===== src/rtl/booth_operand_feeder.sv =====
// Operand feeder for the sequential Booth multiplier: buffers up to two {M,Q}
// pairs, sequences clear/start/load of each job, and reports completion or timeout.
module booth_operand_feeder #(
  parameter int N       = 16,
  parameter int TIMEOUT = 64,
  parameter int ID_W    = 4
) (
  input  logic            clk,
  input  logic            rst,
  input  logic            in_valid,
  output logic            in_ready,
  input  logic [N-1:0]    in_m,
  input  logic [N-1:0]    in_q,
  output logic            mul_clr,
  output logic            mul_start,
  output logic [N-1:0]    mul_data,
  input  logic            mul_done,
  output logic            busy,
  output logic            job_done,
  output logic            job_err,
  output logic [ID_W-1:0] job_id,
  output logic            timeout_err
);

  localparam int CW = $clog2(TIMEOUT) + 1;

  typedef enum logic [2:0] {
    IDLE, RSTM, START, LOADM, LOADQ, WAIT, DONE
  } state_t;

  state_t              state_q, state_d;
  logic [1:0][N-1:0]   fifo_m_q, fifo_m_d;
  logic [1:0][N-1:0]   fifo_q_q, fifo_q_d;
  logic                wr_ptr_q, wr_ptr_d;
  logic                rd_ptr_q, rd_ptr_d;
  logic [1:0]          count_q, count_d;
  logic [N-1:0]        jm_q, jm_d;
  logic [N-1:0]        jq_q, jq_d;
  logic [CW-1:0]       wcnt_q, wcnt_d;
  logic                err_q, err_d;
  logic                terr_q, terr_d;
  logic [ID_W-1:0]     tag_q, tag_d;
  logic                push, pop;

  assign in_ready = !rst && (count_q < 2'd2);
  assign push     = in_valid && in_ready;
  assign pop      = (state_q == IDLE) && (count_q != 2'd0);

  always_comb begin
    state_d  = state_q;
    fifo_m_d = fifo_m_q;
    fifo_q_d = fifo_q_q;
    wr_ptr_d = wr_ptr_q;
    rd_ptr_d = rd_ptr_q;
    count_d  = count_q;
    jm_d     = jm_q;
    jq_d     = jq_q;
    wcnt_d   = wcnt_q;
    err_d    = err_q;
    terr_d   = terr_q;
    tag_d    = tag_q;

    if (push) begin
      fifo_m_d[wr_ptr_q] = in_m;
      fifo_q_d[wr_ptr_q] = in_q;
      wr_ptr_d           = ~wr_ptr_q;
    end
    if (pop) begin
      jm_d     = fifo_m_q[rd_ptr_q];
      jq_d     = fifo_q_q[rd_ptr_q];
      rd_ptr_d = ~rd_ptr_q;
    end
    case ({push, pop})
      2'b10:   count_d = count_q + 2'd1;
      2'b01:   count_d = count_q - 2'd1;
      default: count_d = count_q;
    endcase

    case (state_q)
      IDLE: begin
        if (pop) begin
          state_d = RSTM;
          err_d   = 1'b0;
        end
      end
      RSTM:  state_d = START;
      START: state_d = LOADM;
      LOADM: state_d = LOADQ;
      LOADQ: begin
        state_d = WAIT;
        wcnt_d  = '0;
      end
      // A done arriving on the last permitted cycle still counts as success.
      WAIT: begin
        if (mul_done) begin
          state_d = DONE;
        end else if (wcnt_q == CW'(TIMEOUT - 1)) begin
          state_d = DONE;
          err_d   = 1'b1;
          terr_d  = 1'b1;
        end else begin
          wcnt_d = wcnt_q + CW'(1);
        end
      end
      DONE: begin
        tag_d   = tag_q + ID_W'(1);
        state_d = IDLE;
      end
      default: state_d = IDLE;
    endcase
  end

  always_ff @(posedge clk) begin
    if (rst) begin
      state_q  <= IDLE;
      fifo_m_q <= '0;
      fifo_q_q <= '0;
      wr_ptr_q <= 1'b0;
      rd_ptr_q <= 1'b0;
      count_q  <= 2'd0;
      jm_q     <= '0;
      jq_q     <= '0;
      wcnt_q   <= '0;
      err_q    <= 1'b0;
      terr_q   <= 1'b0;
      tag_q    <= '0;
    end else begin
      state_q  <= state_d;
      fifo_m_q <= fifo_m_d;
      fifo_q_q <= fifo_q_d;
      wr_ptr_q <= wr_ptr_d;
      rd_ptr_q <= rd_ptr_d;
      count_q  <= count_d;
      jm_q     <= jm_d;
      jq_q     <= jq_d;
      wcnt_q   <= wcnt_d;
      err_q    <= err_d;
      terr_q   <= terr_d;
      tag_q    <= tag_d;
    end
  end

  always_comb begin
    mul_data = '0;
    case (state_q)
      RSTM, START, LOADM: mul_data = jm_q;
      LOADQ, WAIT:        mul_data = jq_q;
      default:            mul_data = '0;
    endcase
  end

  assign mul_clr     = (state_q == RSTM);
  assign mul_start   = (state_q == START);
  assign busy        = (state_q != IDLE);
  assign job_done    = (state_q == DONE);
  assign job_err     = (state_q == DONE) && err_q;
  assign job_id      = (state_q == DONE) ? tag_q : '0;
  assign timeout_err = terr_q;

endmodule


===== config.mk =====
export PLATFORM = sky130hd
export DESIGN_NAME = booth_operand_feeder
export DESIGN_NICKNAME = d
export VERILOG_FILES = /design/src/rtl/booth_operand_feeder.sv
export SDC_FILE = /design/constraint.sdc
export NUM_CORES = 1
export LEC_CHECK = 0
export ABC_AREA = 1
export BUFFER_PORTS_ARGS = -buffer_cell sky130_fd_sc_hd__buf_4
export CORE_MARGIN = 8
export CORE_UTILIZATION = 52
export DETAILED_ROUTE_END_ITERATION = 10
export PLACE_DENSITY_LB_ADDON = 0.1
export RECOVER_POWER = 100
export SLEW_MARGIN = 20
export SYNTH_ARGS = -nofsm -noshare
export SYNTH_HDL_FRONTEND = slang
export SYNTH_SLANG_ARGS = --single-unit
export TNS_END_PERCENT = 100

===== constraint.sdc =====
create_clock -name clk -period 1.7 [get_ports clk]
set_clock_uncertainty 0.05 [all_clocks]
set_input_delay 0.085 -clock clk [delete_from_list [all_inputs] [get_ports clk]]
set_output_delay 0.085 -clock clk [all_outputs]
set_load 0.01 [all_outputs]

**Yosys cells after proc, flatten, opt, wreduce, memory -nomap -nowiden**

Index checks and enable logic that the tools add are counted.

- Flip-flop bits (word level): 116
- Logic and storage cells: 79

- $add $sub $neg: 4
- Order comparisons: 4
- Equality and inequality tests: 14
- Muxes and demuxes: 22
- Bitwise gates (word level): 3
- Reductions and logical operators: 18

Operator list:

| operator | count |
|---|---|
| 16-bit two-way mux | 5 |
| 32-bit bitwise mux | 2 |
| 16-bit case mux with 2 select lines | 1 |
| 3-bit case mux with 6 select lines | 1 |
| 16-bit demux with 1-bit select | 1 |
| 7-bit two-way mux | 2 |
| 7-bit case mux with 2 select lines | 1 |
| 3-bit equality test (second input constant) | 3 |
| 3-bit two-way mux | 3 |
| 2-bit != test (second input constant) | 4 |
| 2-bit nonzero test | 4 |
| 7-bit by 1-bit adder with 7-bit output (second input constant) | 1 |
| 7-bit by 6-bit equality test with 1-bit output (second input constant) | 1 |
| 3-bit by 2-bit equality test with 1-bit output (second input constant) | 2 |
| 3-bit AND reduction | 2 |
| 1-bit logical AND | 5 |
| 4-bit by 1-bit adder with 4-bit output (second input constant) | 1 |
| 1-bit by 2-bit < comparator with 1-bit output (second input constant) | 2 |
| 4-bit two-way mux | 1 |
| 2-bit case mux with 2 select lines | 1 |
| 4-bit AND reduction | 1 |
| 3-bit by 1-bit equality test with 1-bit output (second input constant) | 1 |
| 3-bit logical NOT | 1 |
| 1-bit two-way mux | 3 |
| 14 further kinds | 16 |

**Longest topological paths before layout**

Gate-level depths: netlist of the first run.

- Depth in word-level cells: 5
- Gate-level depth with buffers: 13
- Depth with buffers taken out: 10

**Worst setup path after synthesis of the first run**

OpenSTA, ideal clock, no wires.

- Path kind: flip-flop to flip-flop
- Start point: register state_q[0]
- End point: register count_q[1]
- Library setup time: 0.128 ns
- Arrival: 1.627 ns
- Setup slack: -0.105 ns
- Stages on the path, launching flop included: 14
- Path buffers: 3
- Period minus slack after synthesis: 1.805 ns
- Cells stage by stage: dfxtp_1 buf_2 nor2_2 inv_1 nor2_2 o21ai_2 buf_6 buf_6 inv_1 ha_1 xor2_1 nand2_1 xor2_1 nor2_1

- Longest elaborated chain between the ends: 4
- Elaborated cells between the ends (all ways): 6
- Classes of those cells: eq/ne (2); mux (1); reduce/logical (3)

RTL lines:

| element | RTL line | source |
|---|---|---|
| start, declared | 31 | `state_t state_q, state_d;` |
| start signal, assigned | 128 | `state_q <= state_d;` |
| 3-bit logical NOT (*) | 47 | `assign pop = (state_q == IDLE) && (count_q != 2'd0);` |
| 1-bit logical AND (*) | 47 |  |
| named net pop | 43 | `logic push, pop;` |
| 2-bit by 1-bit equality test with 1-bit output or 2-bit equality test (tied branches) | 73 | `case ({push, pop})` |
| 2-bit case mux with 2 select lines or 2-bit nonzero test (tied branches) | - |  |
| end signal, assigned | 133 | `count_q <= count_d;` |
| end, declared | 36 | `logic [1:0] count_q, count_d;` |

The timed path passes the listed nets; every way through them passes the cells marked *.
A chain may end at the register's enable or synchronous reset.

**Worst setup path in the final report of the first run**

- Start point: register state_q[1]
- End point: output port mul_data[6]

- Longest elaborated chain between the ends: 3
- Elaborated cells between the ends (all ways): 8
- Classes of those cells: eq/ne (5); mux (1); reduce/logical (2)

RTL lines:

| element | RTL line | source |
|---|---|---|
| 3-bit by 1-bit equality test with 1-bit output, or another cell as far along | 145 | `case (state_q)` |
| 3-bit OR reduction or 2-bit OR reduction (tied branches) | 145 |  |
| 16-bit case mux with 2 select lines (*) | 145 |  |
| end, declared | 16 | `output logic [N-1:0] mul_data,` |

Mark *: on every way between the ends. The rest lies on a longest branch, timed or not.

==> metrics.md, run 1 <==
| Metric | Value |
|---|---|
| Status | finished, violations left |
| Failing checks | negative setup slack |
| ANT cells | 0 |
| Fin crit period | 1.85 ns |
| Grt ovf | 0 |
| Async set-or-reset flop fraction in the synthesized netlist | 0 |
| Drt drc | 0 |
| CTS tree | yes |
| Netlist cell types | 28 |
| Hold Vio Cnt, Final | 0 |
| FILL cells | 631 |
| Maximum VDD drop | 0.906 mV |
| Pwr dens | 1490 nW/um^2 |
| Sequential cell area fraction in the yosys report | 0.474 |
| HP Class | in2reg |
| PnR worst setup slack | -0.150 ns |
| Initial antenna violation count | 0 |
| Final setup vio count | 19 |
| Top_reg_cell synth | dfxtp_1 |
| Clk buf depth | 2 |
| FF+latch area | 2330 um^2 |
| Pre-Repair DR Iteration Count | 5 |
| Die X | 113 um |
| Worst Setup End Kind | output pin |
| Iter 0 DRT Violations | 420 |
| Vias | 4786 |
| Critical path arrival | 1.71 ns |
| Post-synth top area cell | dfxtp_1 |
| Final wirelength | 13900 um |
| Global-route wire length before repair | 22600 um |
| RSZ-0062 raised after global routing | yes |
| Slew Viols, Final | 0 |
| Worst-path clk slew | 0.06 ns |
| Post-route insts no fill | 895 |
| FF-to-FF path depth | 12 |
| Initial core utilization | 0.532 |
| Leakage | 2.68 nW |
| Top-area cell type share of the netlist area | 0.474 |
| Commonest non-fill, non-tap cells in the layout | 125 x nand2_1, 112 x dfxtp_1, 111 x a21oi_1 |
| Post-Syn Area | 4890 um^2 |
| Die Y | 113 um |
| Antenna Nets Post-Route | 0 |
| Vias/cell | 5.35 |
| Tcrit/Tclk final | 1.09 |
| Net Count, Synth | 707 |
| DPL Wire Length | 7800 um |
| Worst Path Required | 1.56 ns |
| Synth Area per Inst | 7.33 um^2 |
| CTS Buf Count | 17 |
| Ranking of synthesized cells by area | dfxtp_1 47%, a21oi_1 11%, o21ai_0 10% |
| GRT Total Usage | 0.220 |
| Max cap viols | 0 |
| Die area | 12800 um^2 |
| H-tree lvl count | 4 |
| Num rows | 35 |
| Startpoint types | register |
| Synth-to-Final Area Change | 42.8% |
| Clock Tree Root | clkbuf_8 |
| Crit Path Class | reg2out |
| Hold depth | 4 |
| Slew margin rel. | 0.641 |
| Layout cells sized above 1 | 0.217 |
| Area of the multi-input gates | 2280 um^2 |
| Final design utilization | 0.760 |
| Port bufs | 62 |
| Core area | 9200 um^2 |
| Least-Margin Pin Slew | 0.539 ns |
| Synth Instances | 668 |
| YS warnings | 0 |
| Clock sinks | 116 |
| Largest net degree at the start of global routing | 66 |
| Number of global-route vias before repair | 4655 |
| Seq cells post-synth | 116 |
| Most common cell after layout, fill and taps aside | nand2_1 |
| GP Congestion | 0.805 |
| DR WL/cell | 15.6 um |
| Max Fclk | 541 MHz |
| Clk_lat worst skew | 0.51 ns |
| Post-layout nets | 810 |
| Number of synthesized flops with an enable pin | 0 |
| # IOs | 63 |
| Placed Cells | 812 |
| CP max FO | 5 |
cell families after synthesis:
family / after synthesis / share of synthesized area
XOR/XNOR: 2 / 0.00358
AO/OA/AOI/OAI: 232 / 0.243
buffers and inverters: 136 / 0.122
AND/OR/NAND/NOR: 179 / 0.149
adder cells (fa/ha/maj): 3 / 0.00767
flip-flops: 116 / 0.474
through the flow:
step	setup TNS [ns]	power [W]	instance area, um^2	hold WS, ns	worst slack (ns)
finish	-2.34	0.0104	6990	0.333	-0.150
global route	-3.45	0.0109	6990	0.343	-0.232
CTS	-1.52	0.0102	6870	0.328	-0.0947
detailed placement	0	0.00582	5460	0.306	0.0477
global placement	0	0.00575	5460	0.297	0.0768
floorplan	0	0.00510	4930	0.178	0.00305
registers in the layout, indices dropped and copies added, names as in the netlist:
signal       flops
count_q          2
err_q            1
fifo_m_q        32
fifo_q_q        32
jm_q            16
jq_q            16
rd_ptr_q         1
state_q          3
tag_q            4
timeout_err      1
wcnt_q           7
wr_ptr_q         1
synthesized netlist by cell type, drive strengths merged, types with 3 or more instances:
cell / instances
a21oi: 111
buf: 22
clkbuf: 22
dfxtp: 116
ha: 3
inv: 91
nand2: 129
nand3: 18
nor2: 23
nor3: 5
o21ai: 103
o22ai: 16
worst paths after layout:
check | startpoint | endpoint | slack (ns)
hold reg to reg | fifo_q_q[14] | fifo_q_q[14] | 0.40
hold / removal | in_m[5] | fifo_m_q[21] | 0.33
setup / recovery | state_q[1] | mul_data[6] | -0.15
setup reg to reg | state_q[1] | count_q[1] | -0.09
per-layer routing:
layer	global-route usage	up-vias	share of wire
li1	-	2384	-
met1	0.260	2200	0.42
met2	0.375	178	0.50
met3	0.0682	24	0.065
met4	0.0577	0	0.018
met5	0	-	0
repair_timing:
item,CTS,global route
hold buffers,35,0
pin swaps,3,8
setup buffers,8,6
endpoints found under the setup margin,23,39
gates resized for setup,68,26
hold endpoints to repair,68,0
cloned,3,0
critical path, stage by stage (launching register included):
cell and delay, ns:
dfxtp_4 0.37, nor2_4 0.14, nand2_2 0.10, nand2_4 0.11, clkinv_8 0.08, buf_12 0.15, o22ai_4 0.12, buf_6 0.13
area by class of cell:
type,instances,share of cell area
Sequential cell,116,0.334
Multi-Input combinational cell,416,0.326
Timing Repair Buffer,128,0.180
Clock buffer,19,0.0632
Inverter,92,0.0526
Clock inverter,13,0.0247
Tap cell,111,0.0199
power breakdown:
group	total, W	internal (W)	switching, W
logic	0.00336	0.00136	0.00200
registers	0.00342	0.00320	0.000222
clock network	0.00366	0.00233	0.00132
No activity file was read; power rests on OpenSTA's default activity.
==> run 2: changes to the inputs <==
Settings changed: CORE_ASPECT_RATIO from default to 0.9, PLACE_DENSITY_LB_ADDON 0.1 to 0.08, RECOVER_POWER 100 to 25.
==> run 2 against run 1 <==
Effect of this change:
- the run still ends with negative setup slack left
- via count shrank 2.4%
- first-iteration DRC count grew 3.6%
- sequential power is essentially flat
- sequential share of layout area grew 1.0 points
- register-to-register slack gained 0.10 ns
- cell count grew 1.0%
- critical path type unchanged
- global-route usage shrank 0.90 points
- design area shrank 3.0%
- non-clock buffer count shrank 1
==> metrics.md, run 2 (same netlist as run 1, synthesis figures left out) <==
| Metric | Value |
|---|---|
| FILL cells | 698 |
| Num rows | 33 |
| Max cap viols | 0 |
| Delay-heaviest family, CP | flip-flops |
| GP Congestion | 0.807 |
| Startpoint types | register |
| HP Class | in2reg |
| Number of global-route vias before repair | 4571 |
| Clk buf depth | 2 |
| CP max stage cell | dfxtp_4 |
| Grt ovf | 0 |
| Crit Path Class | reg2out |
| Largest net degree at the start of global routing | 69 |
| Drt drc | 0 |
| # IOs | 63 |
| Status | finished, violations left |
| Fin crit period | 1.83 ns |
| H-tree lvl count | 4 |
| Regs by FF count | fifo_m_q (32), fifo_q_q (32) |
| Logic pwr share | 0.315 |
| Reg2reg end | jq_q[4] |
| FF-to-FF path depth | 7 |
| Vias | 4673 |
| Leakage | 2.64 nW |
| Final wirelength | 13700 um |
| Max Fclk | 547 MHz |
| Worst Setup End Kind | output pin |
| RSZ-0062 raised after global routing | yes |
| Initial antenna violation count | 0 |
| CP Cell Sequence | nor2_4 > nand2_2 > nand2_4 > clkinv_4 > buf_12 > o22ai_2 > buf_4 |
| Clk_lat worst skew | 0.52 ns |
| Worst-path clk slew | 0.05 ns |
| Maximum VDD drop | 1.04 mV |
| FF+latch area | 2330 um^2 |
| Share of power burned in registers | 0.350 |
| Cell-internal power | 0.00646 W |
| Initial core utilization | 0.536 |
| Port bufs | 62 |
| Worst Path Required | 1.56 ns |
| Layout cells sized above 1 | 0.207 |
| Vias/cell | 5.17 |
| Critical path depth | 7 |
| Synth-to-Final Area Change | 38.5% |
| Reg-to-reg critical path startpoint | state_q[0] |
| Post-layout nets | 809 |
| Antenna Nets Post-Route | 0 |
| Pwr dens | 1430 nW/um^2 |
| Die X | 118 um |
| Area of the multi-input gates | 2220 um^2 |
| Clock Tree Root | clkbuf_8 |
| Critical path arrival | 1.69 ns |
| Critical Path Start | state_q[0] |
| Net switching fraction of the power | 0.334 |
| Die Y | 108 um |
| Least-Margin Pin Slew | 0.468 ns |
| Global-route wire length before repair | 21800 um |
| Psw | 0.00324 W |
| Clock sinks | 116 |
| GRT Total Usage | 0.211 |
| Most common cell after layout, fill and taps aside | nand2_1 |
| PnR worst setup slack | -0.127 ns |
| Worst setup path endpoint | mul_data[7] |
| Die area | 12800 um^2 |
| Commonest non-fill, non-tap cells in the layout | 125 x nand2_1, 113 x dfxtp_1, 111 x a21oi_1 |
| CTS Buf Count | 17 |
| DPL Wire Length | 8250 um |
| Hold Vio Cnt, Final | 0 |
| Core area | 9130 um^2 |
| Failing checks | negative setup slack |
| DR WL/cell | 15.2 um |
| Slew Viols, Final | 0 |
| Clk network pwr share | 0.336 |
| Pre-Repair DR Iteration Count | 5 |
| Reg2Reg Setup Slack | 0.01 ns |
| Iter 0 DRT Violations | 435 |
| Pre-CTS setup slack | -0.0615 ns |
| Final setup vio count | 21 |
| Final design utilization | 0.743 |
| CP max FO | 14 |
| Tcrit/Tclk final | 1.07 |
| Slowest stage delay, CP | 0.37 ns |
| Worst Path Buf+Inv | 3 |
| CTS tree | yes |
| ANT cells | 0 |
| Slew margin rel. | 0.685 |
==> run 2: cell count changes in the layout (fill, tap and decap cells not counted), moves of 5 or more <==
cell      previous run  this run
buf_4               65        74
buf_6               17        11
clkbuf_8             3         9
o21ai_0             92        99
o21ai_1              9         3
o22ai_2              3         8
o22ai_4             13         8
==> run 2: repair_timing <==
action                                  CTS  global route
buffers inserted                          4             5
pin swaps                                 4             4
endpoints found under the hold margin    74             0
endpoints found under the setup margin   28            31
hold buffers                             35             0
resized for setup                        44            20
cloned                                    0             1
==> run 2: routing by layer <==
metal  global-route usage  routed length, um  vias up
li1                     -                  -     2376
met2                0.351               6670      102
met4               0.0849                197        0
met1                0.259               6240     2179
met5                    0                  0        -
met3               0.0516                606       16
==> run 2: power groups by stage <==
stage / logic, W / clock network [W] / registers, W
after CTS: 0.00273 / 0.00328 / 0.00338
after global routing: 0.00335 / 0.00342 / 0.00344
after floorplan: 0.00174 / 0 / 0.00336
after global placement: 0.00239 / 0 / 0.00340
final: 0.00305 / 0.00326 / 0.00339
after detailed placement: 0.00243 / 0 / 0.00342
==> run 2: metrics by stage <==
stage | hold WS, ns | power [W] | cells | setup TNS, ns | cell area (um^2)
3_5_place_dp | 0.307 | 0.00585 | 828 | -0.237 | 5490
5_1_grt | 0.345 | 0.0102 | 904 | -3.11 | 6780
6_report | 0.324 | 0.00971 | 904 | -1.76 | 6780
2_1_floorplan | 0.178 | 0.00510 | 668 | 0 | 4930
3_3_place_gp | 0.294 | 0.00579 | 828 | -0.0593 | 5490
4_1_cts | 0.314 | 0.00939 | 898 | -1.33 | 6620
==> run 2: how the worst min path moves through the flow <==
| stage | from | to | slack [ns] | depth (start not counted) |
|---|---|---|---|---|
| after floorplan | in_q[0] | fifo_q_q[16] | 0.18 | 2 |
| after global placement | in_m[0] | fifo_m_q[16] | 0.29 | 3 |
| after detailed placement | in_q[8] | fifo_q_q[24] | 0.31 | 3 |
| after CTS | in_q[13] | fifo_q_q[29] | 0.31 | 4 |
| after global routing | in_q[3] | fifo_q_q[19] | 0.35 | 4 |
| final | in_q[13] | fifo_q_q[29] | 0.32 | 4 |
==> run 2: area by class of cell <==
type / instances / share of cell area
well taps: 122 / 0.0225
multi-input cells: 416 / 0.327
flip-flops and latches: 116 / 0.344
repair buffers: 127 / 0.173
clock inverters: 3 / 0.00221
inverters: 92 / 0.0520
clock buffers: 28 / 0.0790
==> run 2: worst reg2reg max path: stages (launching register included) <==
cell	delay, ns
dfxtp_4	0.37
nor2_4	0.14
inv_2	0.08
nor2_4	0.14
o21ai_4	0.11
buf_12	0.17
o21ai_0	0.40
a21oi_1	0.10
==> run 3: changes to the inputs <==
Settings changed: REMOVE_ABC_BUFFERS from default to 1.
==> run 3 against run 2 <==
Effect of this change:
- the flow still finishes with violations (negative setup slack)
- wire length decreased by 5.7%
- fmax increased by 1.9%
- non-clock buffer count decreased by 6
- die area unchanged
- design area about the same
- clock-buffer cell count decreased by 7
- critical path depth decreased by 1
- clock power increased by 21%
- register-to-register slack improved by 0.10 ns
- via count decreased by 1.4%
- cell count decreased by 0.66%
- critical endpoint is now mul_data[6]
- largest cell class unchanged
==> metrics.md, run 3 (same netlist as run 1, synthesis figures left out) <==
| Metric | Value |
|---|---|
| Regs by FF count | fifo_m_q (32), fifo_q_q (32) |
| RSZ-0062 raised after global routing | yes |
| Layout cells sized above 1 | 0.195 |
| Die Y | 108 um |
| Vias | 4606 |
| Worst Setup End Kind | output pin |
| Post-layout nets | 803 |
| Maximum VDD drop | 0.921 mV |
| Reg-to-reg critical path startpoint | state_q[1] |
| Die X | 118 um |
| Initial core utilization | 0.536 |
| Max Fclk | 558 MHz |
| CTS Buf Count | 17 |
| Die area | 12800 um^2 |
| DR WL/cell | 14.4 um |
| Final instance area | 6780 um^2 |
| Critical path arrival | 1.66 ns |
| Initial antenna violation count | 0 |
| GP Congestion | 0.830 |
| Pre-CTS setup slack | 0.143 ns |
| Startpoint types | register |
| Critical Path Start | state_q[1] |
| Placed instance area | 5460 um^2 |
| Synth-to-Final Area Change | 38.6% |
| Max cap viols | 0 |
| FILL cells | 690 |
| Pwr dens | 1480 nW/um^2 |
| Clock sinks | 116 |
| Pre-Repair DR Iteration Count | 6 |
| HP Start | in_m[0] |
| Port bufs | 62 |
| Vias/cell | 5.13 |
| DPL Wire Length | 7100 um |
| Tcrit/Tclk final | 1.05 |
| HP Class | in2reg |
| Core area | 9130 um^2 |
| Fin crit period | 1.79 ns |
| Final wirelength | 12900 um |
| Final setup vio count | 16 |
| Layer with the highest usage | met2 |
| CP max FO | 16 |
| Antenna Nets Post-Route | 0 |
| H-tree lvl count | 4 |
| Slew Viols, Final | 0 |
| Hold Vio Cnt, Final | 0 |
| Largest net degree at the start of global routing | 66 |
| ANT cells | 0 |
| Failing checks | negative setup slack |
| Commonest non-fill, non-tap cells in the layout | 125 x nand2_1, 112 x dfxtp_1, 111 x a21oi_1 |
| Met3 usage | 0.0594 |
| Num rows | 33 |
| GRT met1 Usage | 0.226 |
| Worst-path clk slew | 0.06 ns |
| PnR worst setup slack | -0.0932 ns |
| CTS tree | yes |
| Status | finished, violations left |
| # IOs | 63 |
| Leakage | 2.65 nW |
| Most common cell after layout, fill and taps aside | nand2_1 |
| Slew margin rel. | 0.750 |
| Crit Path Class | reg2out |
| Iter 0 DRT Violations | 365 |
| GRT Total Usage | 0.196 |
| GR met2 Demand/Resource | 0.342 |
| Final design utilization | 0.743 |
| Least-Margin Pin Slew | 0.375 ns |
| Tot Pwr | 0.0101 W |
| Global-route wire length before repair | 20400 um |
| Clk_lat worst skew | 0.52 ns |
| Clock Tree Root | clkbuf_8 |
| Drt drc | 0 |
| Grt ovf | 0 |
| Number of global-route vias before repair | 4385 |
| Worst Path Required | 1.56 ns |
| Clk buf depth | 2 |
==> run 3: power breakdown <==
group	switching (W)	total, W	leakage (nW)	internal (W)
logic	0.00171	0.00274	1.38	0.00103
registers	0.000184	0.00338	0.949	0.00319
clock network	0.00122	0.00395	0.318	0.00274
total	0.00311	0.0101	2.65	0.00696
==> run 3: area by class of cell <==
| type | instances | area (um^2) | area share |
|---|---|---|---|
| clock buffer | 21 | 449 | 0.0662 |
| timing repair buffer | 121 | 1130 | 0.166 |
| sequential | 116 | 2330 | 0.344 |
| multi-input combinational | 416 | 2170 | 0.320 |
| clock inverter | 10 | 203 | 0.0299 |
| tap | 122 | 153 | 0.0225 |
| inverter | 92 | 353 | 0.0520 |
==> run 3: path summary, 6_finish.rpt <==
check	endpoint	slack [ns]	depth (start not counted)
worst min-delay path	fifo_m_q[16]	0.32	4
worst min register to register	fifo_m_q[7]	0.40	2
worst max-delay path	mul_data[6]	-0.09	6
worst max register to register	count_q[1]	0.11	10
==> run 3: layer usage <==
metal / share of wire / vias to the layer above
met5: 0 / -
met2: 0.50 / 116
met4: 0.0092 / 0
met1: 0.44 / 2111
li1: - / 2369
met3: 0.046 / 10
==> run 3: what timing repair did <==
item	in CTS	in global routing
buffers inserted	1	3
resized for setup	35	25
cloned	0	1
endpoints found under the hold margin	78	0
endpoints found under the setup margin	22	23
hold buffers	35	0
pin swaps	1	3
==> run 3: per-stage QoR <==
stage	setup TNS [ns]	instances	hold WS (ns)
2_1_floorplan	-26.49	624	0.104
3_3_place_gp	0	827	0.294
3_5_place_dp	0	827	0.307
4_1_cts	-1.23	894	0.303
5_1_grt	-1.73	898	0.328
6_report	-0.830	898	0.318
==> run 3: worst max-delay path: stages, from the launching register on <==
cell	delay, ns
dfxtp_4	0.39
nor2_4	0.04
inv_1	0.10
nand2_2	0.08
buf_12	0.17
o22ai_2	0.19
buf_4	0.15
